--- src/rtl/ps2_rx_ctrl.sv ---
// ps2_rx_ctrl: PS/2 device-to-host receive controller.
//   Synchronizes and glitch-filters the raw PS/2 pins, sequences the 11-bit
//   frame (start, 8 data LSB first, odd parity, stop) and buffers good
//   scancodes in a small FIFO with a valid/ready handshake.
//   Optional macro PS2_EXT_DECODE_EN: absorbs E0/F0 prefix bytes into
//   ext/brk tags stored alongside each FIFO entry.
// Ports:
//   clk, reset      system clock, asynchronous active-high reset
//   ps_clk, ps_data raw asynchronous PS/2 pins
//   code/brk/ext    head entry (brk/ext tied 0 without the macro)
//   code_valid      FIFO not empty; code_ready pops the head
//   frame_err       one-cycle pulse per discarded frame or timeout
//   overflow        one-cycle pulse when a good byte is dropped (FIFO full)
//   fifo_count      current FIFO occupancy
module ps2_rx_ctrl #(
  parameter int FILTER_LEN     = 8,
  parameter int TIMEOUT_CYCLES = 100000,
  parameter int FIFO_DEPTH     = 4
) (
  input  logic                          clk,
  input  logic                          reset,
  input  logic                          ps_clk,
  input  logic                          ps_data,
  output logic [7:0]                    code,
  output logic                          brk,
  output logic                          ext,
  output logic                          code_valid,
  input  logic                          code_ready,
  output logic                          frame_err,
  output logic                          overflow,
  output logic [$clog2(FIFO_DEPTH):0]   fifo_count
);

`ifdef PS2_EXT_DECODE_EN
  localparam int W = 10;
`else
  localparam int W = 8;
`endif
  localparam int FW = $clog2(FILTER_LEN + 1);
  localparam int TW = $clog2(TIMEOUT_CYCLES + 1);
  localparam int AW = $clog2(FIFO_DEPTH);
  localparam int CW = AW + 1;
  localparam logic [FW-1:0] FILT_LAST = FW'(FILTER_LEN - 1);
  localparam logic [TW-1:0] TO_LAST   = TW'(TIMEOUT_CYCLES - 1);
  localparam logic [CW-1:0] FULL_CNT  = CW'(FIFO_DEPTH);

  typedef enum logic [1:0] {IDLE, DATA, PARITY, STOP} state_t;

  // Pin synchronizers (reset to the idle-high bus level)
  logic [1:0] clk_sync, data_sync;
  always_ff @(posedge clk or posedge reset) begin
    if (reset) begin
      clk_sync  <= '1;
      data_sync <= '1;
    end else begin
      clk_sync  <= {clk_sync[0], ps_clk};
      data_sync <= {data_sync[0], ps_data};
    end
  end

  // Clock glitch filter; a falling accepted edge is the sample event
  logic          clk_filt, sample_ev, sample_bit;
  logic [FW-1:0] filt_cnt;
  always_ff @(posedge clk or posedge reset) begin
    if (reset) begin
      clk_filt   <= 1'b1;
      filt_cnt   <= '0;
      sample_ev  <= 1'b0;
      sample_bit <= 1'b0;
    end else begin
      sample_ev <= 1'b0;
      if (clk_sync[1] != clk_filt) begin
        if (filt_cnt == FILT_LAST) begin
          clk_filt   <= clk_sync[1];
          filt_cnt   <= '0;
          sample_ev  <= clk_filt;
          sample_bit <= data_sync[1];
        end else begin
          filt_cnt <= filt_cnt + 1'b1;
        end
      end else begin
        filt_cnt <= '0;
      end
    end
  end

  // Frame sequencer
  state_t        state;
  logic [7:0]    shift;
  logic [2:0]    bitcnt;
  logic          par_err;
  logic [TW-1:0] to_cnt;
  logic          good_stop, bad_sample, timeout;

  always_comb begin
    good_stop  = sample_ev && (state == STOP) && sample_bit && !par_err;
    bad_sample = sample_ev && (((state == IDLE) && sample_bit) ||
                               ((state == STOP) && !(sample_bit && !par_err)));
    timeout    = !sample_ev && (state != IDLE) && (to_cnt == TO_LAST);
  end

  always_ff @(posedge clk or posedge reset) begin
    if (reset) begin
      state     <= IDLE;
      shift     <= '0;
      bitcnt    <= '0;
      par_err   <= 1'b0;
      to_cnt    <= '0;
      frame_err <= 1'b0;
    end else begin
      frame_err <= bad_sample | timeout;
      if (sample_ev) begin
        to_cnt <= '0;
        case (state)
          IDLE: if (!sample_bit) begin
            state   <= DATA;
            bitcnt  <= '0;
            par_err <= 1'b0;
          end
          DATA: begin
            shift  <= {sample_bit, shift[7:1]};
            bitcnt <= bitcnt + 1'b1;
            if (bitcnt == 3'd7) state <= PARITY;
          end
          PARITY: begin
            par_err <= ~(sample_bit ^ (^shift));
            state   <= STOP;
          end
          STOP:    state <= IDLE;
          default: state <= IDLE;
        endcase
      end else if (timeout) begin
        state  <= IDLE;
        to_cnt <= '0;
      end else if (state != IDLE) begin
        to_cnt <= to_cnt + 1'b1;
      end else begin
        to_cnt <= '0;
      end
    end
  end

  // Push generation (prefix decode when enabled)
  logic         push;
  logic [W-1:0] push_data;
`ifdef PS2_EXT_DECODE_EN
  logic ext_pend, brk_pend;
  always_ff @(posedge clk or posedge reset) begin
    if (reset) begin
      push      <= 1'b0;
      push_data <= '0;
      ext_pend  <= 1'b0;
      brk_pend  <= 1'b0;
    end else begin
      push <= 1'b0;
      if (bad_sample || timeout) begin
        ext_pend <= 1'b0;
        brk_pend <= 1'b0;
      end else if (good_stop) begin
        if (shift == 8'hE0) begin
          ext_pend <= 1'b1;
        end else if (shift == 8'hF0) begin
          brk_pend <= 1'b1;
        end else begin
          push      <= 1'b1;
          push_data <= {brk_pend, ext_pend, shift};
          ext_pend  <= 1'b0;
          brk_pend  <= 1'b0;
        end
      end
    end
  end
`else
  always_ff @(posedge clk or posedge reset) begin
    if (reset) begin
      push      <= 1'b0;
      push_data <= '0;
    end else begin
      push <= good_stop;
      if (good_stop) push_data <= shift;
    end
  end
`endif

  // Scancode FIFO. The head is held in a register so code/brk/ext are
  // registered; head_next forwards push_data when the write lands on the
  // slot that becomes the new head.
  logic [W-1:0]  mem [FIFO_DEPTH];
  logic [AW-1:0] wr_ptr, rd_ptr, rd_next;
  logic [CW-1:0] count, count_next;
  logic [W-1:0]  head, head_next;
  logic          pop, full, do_push;

  always_comb begin
    pop      = code_valid & code_ready;
    full     = (count == FULL_CNT);
    do_push  = push && (!full || pop);
    rd_next  = pop ? rd_ptr + 1'b1 : rd_ptr;
    case ({do_push, pop})
      2'b10:   count_next = count + 1'b1;
      2'b01:   count_next = count - 1'b1;
      default: count_next = count;
    endcase
    head_next = (do_push && (wr_ptr == rd_next)) ? push_data : mem[rd_next];
  end

  always_ff @(posedge clk or posedge reset) begin
    if (reset) begin
      for (int unsigned i = 0; i < FIFO_DEPTH; i++) mem[i] <= '0;
      wr_ptr     <= '0;
      rd_ptr     <= '0;
      count      <= '0;
      head       <= '0;
      code_valid <= 1'b0;
      overflow   <= 1'b0;
    end else begin
      if (do_push) begin
        mem[wr_ptr] <= push_data;
        wr_ptr      <= wr_ptr + 1'b1;
      end
      rd_ptr     <= rd_next;
      count      <= count_next;
      head       <= head_next;
      code_valid <= (count_next != '0);
      overflow   <= push && full && !pop;
    end
  end

  assign code       = head[7:0];
  assign fifo_count = count;
`ifdef PS2_EXT_DECODE_EN
  assign brk = head[9];
  assign ext = head[8];
`else
  assign brk = 1'b0;
  assign ext = 1'b0;
`endif

endmodule

--- config.mk ---
export PLATFORM = sky130hd
export DESIGN_NAME = ps2_rx_ctrl
export DESIGN_NICKNAME = d
export VERILOG_FILES = /design/src/rtl/ps2_rx_ctrl.sv
export SDC_FILE = /design/constraint.sdc
export NUM_CORES = 1
export LEC_CHECK = 0
export BUFFER_PORTS_ARGS = -buffer_cell sky130_fd_sc_hd__buf_4
export CORE_UTILIZATION = 55
export DETAILED_ROUTE_END_ITERATION = 16
export HOLD_SLACK_MARGIN = 0.1
export PLACE_DENSITY = 0.69
export RECOVER_POWER = 50
export SYNTH_ARGS = -nofsm -noshare
export SYNTH_HDL_FRONTEND = slang
export SYNTH_SLANG_ARGS = --single-unit
--- constraint.sdc ---
create_clock -name clk -period 6 [get_ports clk]
set_input_delay 0.6 -clock clk [delete_from_list [all_inputs] [get_ports clk]]
set_output_delay 0.6 -clock clk [all_outputs]
set_load 0.005 [all_outputs]
After elaboration in Yosys (flattened, before gate mapping):

Index checks and enable logic that the tools add are counted.

* reduce and logical (&&, ||, !) cells: 33
* $add $sub $neg: 7
* multipliers: 0
* divide/modulo/power cells: 0
* $lt $le $gt $ge: 3
* shift operators: 0
* multiplexer cells: 25
* equal/unequal tests: 14
* bitwise logic cells: 6

Operator list (number)
* 17-bit two-way mux: 3
* 32-bit bitwise mux: 1
* 8-bit two-way mux: 4
* 17-bit by 1-bit adder with 17-bit output, second input constant: 1
* 17-bit equality test, second input constant: 1
* 8-bit binary-select mux with 2-bit select: 1
* 8-bit demux with 2-bit select: 1
* 1-bit logical AND: 14
* 3-bit case mux with 2 select lines: 2
* 2-bit two-way mux: 5
* 3-bit AND reduction: 3
* 4-bit two-way mux: 2
* 2-bit case mux with 4 select lines: 1
* 2-bit nonzero test: 4
* 8-bit XOR reduction: 1
* 3-bit by 1-bit adder with 3-bit output, second input constant: 2
* 2-bit equality test, second input constant: 3
* 3-bit equality test, second input constant: 2
* 3-bit >= comparator, second input constant: 2
* 3-bit != test, second input constant: 2
* 2-bit inverter with 3-bit output: 2
* 1-bit zero test: 5
* 2-bit by 1-bit adder with 2-bit output, second input constant: 2
* 4-bit by 1-bit adder with 4-bit output, second input constant: 1
* 18 further kinds: 23

* register bits: 101
* input bits: 5
* memories kept: 0
* bits in latches: 0
* bits in read-only memories: 0
* word-level logic and storage cells: 112
* output and inout bits: 16
* bits in writable memories: 0

Logic depth before layout (Yosys ltp):

Gate-level depths: netlist of the first run.

* depth in word-level cells: 7
* mapped depth: 7
* gate-level depth less buffers: 7

Least setup slack after synthesis of the first run:

OpenSTA, ideal clock, no wires.

* path kind: input-to-reg
* from: in code_ready
* to: reg code_valid
* path slack: 3.882 ns
* library setup time: 0.132 ns
* arrival: 1.986 ns
* buffers on the path: 0
* required time: 5.868 ns
* stages on the path: 6
* cells stage by stage: and3b_2 inv_1 fa_1 or3_1 a21boi_0 a31oi_1

* cells in the longest elaborated chain, start to end: 6
* elaborated cells between the ends (all ways): 7
* classes of those cells: 2 x eq/ne; 1 x mux; 1 x bitwise; 3 x reduce/logical

Ends and longest elaborated chain
* start: declaration: line 28 `input logic code_ready,`
* 1-bit bitwise AND *: line 195 `pop = code_valid & code_ready;`
* 1-bit logical OR: line 197 `do_push = push && (!full || pop);`
* 1-bit logical AND: line 197
* 2-bit by 1-bit equality test with 1-bit output or 2-bit equality test (tied branches): line 199 `case ({do_push, pop})`
* 3-bit case mux with 2 select lines *: line 199
* 3-bit nonzero test *: line 224 `code_valid <= (count_next != '0);`
* end signal: assignment: line 224
* end: declaration: line 27 `output logic code_valid,`

Mark *: on every way between the ends. The rest lies on a longest branch, timed or not.
A chain may end at the register's enable or synchronous reset.

Final worst setup path of the first run:

* from: reg code_valid
* to: reg head[2] (netlist: code[2])

* cells in the longest elaborated chain, start to end: 7
* elaborated cells between the ends (all ways): 11
* classes of those cells: 1 x eq/ne; 5 x mux; 2 x bitwise; 3 x reduce/logical

Ends and longest elaborated chain
* 1-bit bitwise AND *: line 195
* 2-bit two-way mux: line 198 `rd_next = pop ? rd_ptr + 1'b1 : rd_ptr;`
* 2-bit inverter with 3-bit output (not written as such): line 204 `head_next = (do_push && (wr_ptr == rd_next)) ? push_data : mem[rd_next];`
* 8-bit binary-select mux with 2-bit select: line 204
* 8-bit two-way mux (not written as such) (2 in series): line 204
* 8-bit two-way mux *: line 204
* named net head_next[2]: line 191 `logic [W-1:0] head, head_next;`
* end signal: assignment: line 223 `head <= head_next;`
* end: declaration: line 191

Mark *: on every way through the listed nets, which the timed path passes. The rest lies on a longest branch. The select of a mux whose other input is x is not followed.

==> results of run 1 <==
-- sequential cells by signal, indices dropped and copies added (netlist names), 3 cells and up --
| signal | flops |
|---|---|
| shift | 8 |
| filt_cnt | 4 |
| mem | 32 |
| code | 8 |
| push_data | 8 |
| to_cnt | 17 |
| fifo_count | 3 |
| bitcnt | 3 |
-- routing by layer --
layer | vias to the layer above | GRT usage [%] | share of wire, %
met2 | 29 | 32.7 | 49
met3 | 6 | 5.10 | 2.5
li1 | 1329 | - | -
met1 | 1360 | 23.9 | 48
met4 | 0 | 5.51 | 0.68
met5 | - | 0 | 0
-- area by class of cell --
cell class	count	area (um^2)
tap	105	131
inverter	14	53.8
clock buffer	12	155
multi-input combinational	244	1970
timing repair buffer	19	143
clock inverter	4	70.1
fill	659	3110
sequential	101	2530
-- metrics by stage --
stage                     hold WS, ns  instance area [um^2]
after floorplan                 0.345                  4620
after global placement          0.346                  4870
after detailed placement        0.349                  4870
after CTS                       0.281                  5100
after global routing            0.309                  5060
final                           0.343                  5060
-- critical path: cells and delay by family (launching register included) --
family | cells | cell delay [ns]
xor+xnor | 1 | 0.90
flops | 1 | 0.45
simple gates | 1 | 0.13
mux | 2 | 0.89
-- report_power, final --
| part | switching (uW) | total [uW] | internal (uW) |
|---|---|---|---|
| Sequential | 42.9 | 760 | 717 |
| Combinational | 135 | 267 | 132 |
| Clock | 216 | 473 | 257 |
-- placed cells by master (no fill, tap or decap), types with 2 or more instances in the layout --
| cell | instances |
|---|---|
| nor4bb_1 | 2 |
| xnor2_1 | 10 |
| clkbuf_4 | 15 |
| or4_1 | 2 |
| clkbuf_8 | 11 |
| xor2_1 | 11 |
| nand2_1 | 44 |
| nor3b_1 | 2 |
| xnor3_1 | 2 |
| nand3_1 | 6 |
| dfstp_2 | 4 |
| clkinv_2 | 2 |
| nand4_1 | 7 |
| dfrtp_1 | 96 |
| a31oi_1 | 2 |
| bufinv_16 | 2 |
| buf_4 | 4 |
| o31ai_1 | 3 |
| a21oi_1 | 11 |
| conb_1 | 2 |
| a32o_1 | 3 |
| nor2_1 | 22 |
| and3_1 | 4 |
| ha_1 | 13 |
| o21ai_0 | 7 |
| nor3_1 | 3 |
| inv_1 | 12 |
| or3_1 | 4 |
| mux4_2 | 8 |
| mux2_2 | 49 |
| nand3b_1 | 2 |
| a21boi_0 | 2 |
-- kinds of logic (layout without fill, tap and decap cells) --
logic type	count (synthesis)	count (layout)
simple gates	108	108
flops	101	101
mux	58	58
compound gates	38	38
xor+xnor	24	24
buf+inv	20	49
fa+ha+maj	14	14
other cells	1	2
-- worst paths after layout --
path                                   from          end  cells past startpoint
worst max-delay path             code_valid      code[2]                      4
worst min-delay path                 ps_clk  clk_sync[0]                      1
worst max register to register   code_valid      code[2]                      4
worst min register to register  clk_sync[0]  clk_sync[1]                      0
max in group asynchronous             reset    rd_ptr[0]                      3
min in group asynchronous             reset   to_cnt[16]                      2
==> flow_metrics.py, run 1 <==
metrics = {
    "outcome": {
        "outcome": "finished, violations left",
        "violations": "max-capacitance violations, max-slew violations",
    },
    "synth": {
        "synth_flop_cell": "dfrtp_1",
        "mappedNetlistArea_mm2": 0.00462,
        "synth_adder_area_share_pct": 3.95,
        "synth_edf_count": 0,
        "synth-async-reset-ratio_pct": 100,
        "seq_area_frac_synth_pct": 54.8,
        "ys_types": 56,
        "yosysMostFrequentCell": "dfrtp_1",
        "synth-seq-cells": 101,
        "synth_top_area_cell": "dfrtp_1",
        "synth_top_family_by_area": "multiplexers",
        "synthTopCellsByCount": "dfrtp_1, mux2_2, nand2_1",
        "synth_compound_area_share_pct": 5.63,
        "ys.warnings.count": 0,
        "yosys.area.top_type_share_pct": 52.0,
        "synthMuxAreaShare_pct": 16.2,
        "yosys.area_share.simple_pct": 11.5,
        "synth_cells": 364,
        "synthXorXnorAreaFrac_pct": 6.04,
        "syn_avg_cell_area_um2": 12.7,
        "ys_top_cells_by_area": "dfrtp_1, mux2_2, mux4_2",
    },
    "placement": {
        "io_buffer_count": 18,
        "post-place-ws_ns": 3.66,
        "placed_cells": 483,
        "gp_congestion": 0.721,
        "hpwl_um": 5040,
    },
    "timing": {
        "final-setup-viol-count": 0,
        "setup_slack_ns": 3.52,
        "relSlewSlack_pct": -22.2,
        "finalCritPeriodShare_pct": 41.3,
        "setup_tns_ns": 0,
        "hold_viol_final": 0,
        "slew_violations": 44,
        "worst_pin_slew_ns": 1.82,
        "layout_min_cycle_time_ns": 2.48,
        "rsz0062_at_grt": "false",
        "max_freq_mhz": 404,
        "finClkSkew_ns": 0.00988,
    },
    "setup_path": {
        "critPathSlowestCell": "xor2_1",
        "reg2reg_slack_ns": 3.52,
        "worstPathArrival_ns": 2.72,
        "cp_max_fo": 9,
        "path_cells": "nand3_2, xor2_1, mux4_2, mux2_2",
        "cp.required_ns": 6.24,
        "end_kind": "register",
        "crit_type": "reg -> reg",
        "startpoint_type": "register",
        "max_stage_delay_ns": 0.90,
    },
    "cells_and_area": {
        "syn2layout_area_growth_pct": 9.53,
        "final_util_pct": 61.9,
        "drive_above_1_share_pct": 25.9,
        "final_cells": 499,
        "layout.nets": 408,
        "num_antenna_cells": 0,
    },
    "grt": {
        "grt_start_max_net_pins": 60,
        "grt_pass1_vias": 2817,
        "grt-ovfl-total": 0,
        "grt_antenna_before_repair": 0,
        "grt_pass1_wl_um": 12900,
        "grtUsageTotal_pct": 19.1,
    },
    "clocking": {
        "hold_buffers": 0,
        "cts_max_level": 3,
        "root_buffer": "clkbuf_8",
        "post_cts_buffers": 0,
        "numCtsBuffers": 9,
        "clock_latency_ns": 0.35,
        "cts_tree": "done",
        "numClockSinks": 101,
        "clock_path_buffers": 2,
        "clk_pin_slew_ns": 0.09,
        "cts_resized": 0,
    },
    "power": {
        "leakage_uw": 0.00245,
        "peakVddDrop_uv": 147,
        "cellPowerDensity_mw_per_mm2": 296,
        "total_power_uw": 1500,
    },
    "die": {
        "coreArea_mm2": 0.00818,
        "initial_utilization_pct": 56.5,
        "dieArea_mm2": 0.00877,
        "die_h_um": 93.7,
        "fp-row-count": 33,
        "fp.dieW_um": 93.7,
        "pin_count": 21,
    },
    "routing": {
        "drt_iter0_drc": 96,
        "avgRoutedWirePerCell_um": 15.0,
        "viasPerCell": 5.46,
        "drcViolationCount": 0,
        "dr.pass1.iters": 4,
        "via_count": 2724,
        "routed_wl_um": 7480,
        "ant_nets": 0,
    },
    "job": {
        "drv_cap": 1,
    },
    "min_path": {
        "hold_path.class": "in -> reg",
    },
}
No activity file was read; power rests on OpenSTA's default activity.
==> run 2, diff against run 1 <==
Clock period 6 ns to 2.45 ns, I/O delays scaled along.
==> run 2 against run 1 <==
  * The run now ends clean
  * Core utilization rose by 0.73 points
  * Critical path depth rose by 2
  * Design area rose by 1.2%
  * Critical path type unchanged
  * Critical endpoint is now code_valid
  * Largest cell class unchanged
  * Largest power group unchanged
==> flow_metrics.py, run 2 (synthesis results as in run 1) <==
metrics = {
    "outcome": {
        "outcome": "finished, final reports clean",
    },
    "routing": {
        "drt_iter0_drc": 120,
        "viasPerCell": 5.49,
        "ant_nets": 0,
        "dr.pass1.iters": 4,
        "via_count": 2785,
        "avgRoutedWirePerCell_um": 14.7,
        "drcViolationCount": 0,
        "routed_wl_um": 7460,
    },
    "timing": {
        "setup_tns_ns": 0,
        "hold_viol_final": 0,
        "finClkSkew_ns": 0.00713,
        "relSlewSlack_pct": 7.10,
        "max_freq_mhz": 461,
        "finalCritPeriodShare_pct": 88.5,
        "final-setup-viol-count": 0,
        "slew_violations": 0,
        "rsz0062_at_grt": "false",
        "layout_min_cycle_time_ns": 2.17,
        "worst_pin_slew_ns": 1.39,
    },
    "clocking": {
        "numClockSinks": 101,
        "cts_tree": "done",
        "numCtsBuffers": 9,
        "clock_path_buffers": 2,
        "clock_latency_ns": 0.36,
        "cts_resized": 0,
        "cts_max_level": 3,
        "hold_buffers": 3,
        "clk_pin_slew_ns": 0.09,
        "root_buffer": "clkbuf_8",
        "post_cts_buffers": 0,
    },
    "setup_path": {
        "reg2reg_slack_ns": 0.28,
        "cp_max_fo": 6,
        "end_kind": "register",
        "rr_startpoint": "push",
        "crit_type": "reg -> reg",
        "cp-startpoint": "push",
        "cp.required_ns": 2.69,
        "worstPathArrival_ns": 2.41,
        "startpoint_type": "register",
    },
    "power": {
        "leakage_uw": 0.00247,
        "total_power_uw": 3620,
        "cellPowerDensity_mw_per_mm2": 707,
        "peakVddDrop_uv": 387,
    },
    "grt": {
        "grt-ovfl-total": 0,
        "grt_start_max_net_pins": 59,
        "grt_pass1_vias": 2756,
        "grtUsageTotal_pct": 19.7,
        "grt_antenna_before_repair": 0,
        "grt_pass1_wl_um": 13100,
    },
    "die": {
        "fp.dieW_um": 93.7,
        "initial_utilization_pct": 56.5,
        "dieArea_mm2": 0.00877,
        "pin_count": 21,
        "fp-row-count": 33,
        "coreArea_mm2": 0.00818,
        "die_h_um": 93.7,
    },
    "placement": {
        "io_buffer_count": 18,
        "postPlaceCellArea_mm2": 0.00491,
        "placed_cells": 488,
        "hpwl_um": 5130,
        "gp_congestion": 0.796,
    },
    "min_path": {
        "worstHoldStart": "code_ready",
        "hold_path.class": "in -> reg",
    },
    "cells_and_area": {
        "layout.nets": 416,
        "drive_above_1_share_pct": 27.6,
        "design_area_mm2": 0.00512,
        "final_util_pct": 62.6,
        "final_cells": 507,
        "reg_top3": "mem (32), to_cnt (17)",
        "final_common_cell": "dfrtp_1",
        "num_antenna_cells": 0,
        "syn2layout_area_growth_pct": 10.8,
        "regMostFlops": "mem",
        "largest_reg_flops": 32,
        "mostFrequentLayoutCells": "dfrtp_1, mux2_2, nand2_1",
        "fillers": 661,
    },
    "job": {
        "drv_cap": 0,
    },
}
## run 2: metrics by stage
| stage | setup slack (ns) | hold WS [ns] |
|---|---|---|
| 6_report | 0.282 | 0.270 |
| 5_1_grt | 0.120 | 0.273 |
| 4_1_cts | 0.299 | 0.248 |
| 3_5_place_dp | 0.316 | 0.347 |
| 3_3_place_gp | 0.398 | 0.346 |
| 2_1_floorplan | 0.474 | 0.249 |
## run 2: power by group
| group | internal, uW | switching [uW] | total [uW] |
|---|---|---|---|
| combinational | 375 | 363 | 738 |
| sequential | 1760 | 116 | 1880 |
| clock | 466 | 541 | 1010 |
## run 2: worst max-delay path, stage by stage, from the launching register on
cell	delay [ns]
dfrtp_1	0.43
and3b_2	0.31
inv_1	0.09
fa_1	0.46
or3_1	0.39
a21boi_0	0.24
a31oi_1	0.12
## run 2: layout make-up
type	instances	area, um^2	share of cell area [%]
flip-flops and latches	101	2530	49.5
multi-input cells	244	2010	39.2
well taps	105	131	2.57
inverters	14	56.3	1.10
repair buffers	27	201	3.93
clock buffers	9	124	2.42
clock inverters	7	66.3	1.29
## run 2: layer usage
metal  part of all wire, %  global-route usage [%]  wire length (um)
met1                    46                    24.4              3400
met4                   1.5                    7.44               114
met2                    50                    33.9              3770
met5                     0                       0                 0
met3                   2.4                    4.37               180
## run 2: final timing paths
| check | end | cells after the start |
|---|---|---|
| max reg2reg | code_valid | 6 |
| min | overflow | 3 |
| max | code_valid | 6 |
| max in group asynchronous | mem[30] | 4 |
| min in group asynchronous | filt_cnt[3] | 4 |
| min reg2reg | data_sync[1] | 0 |
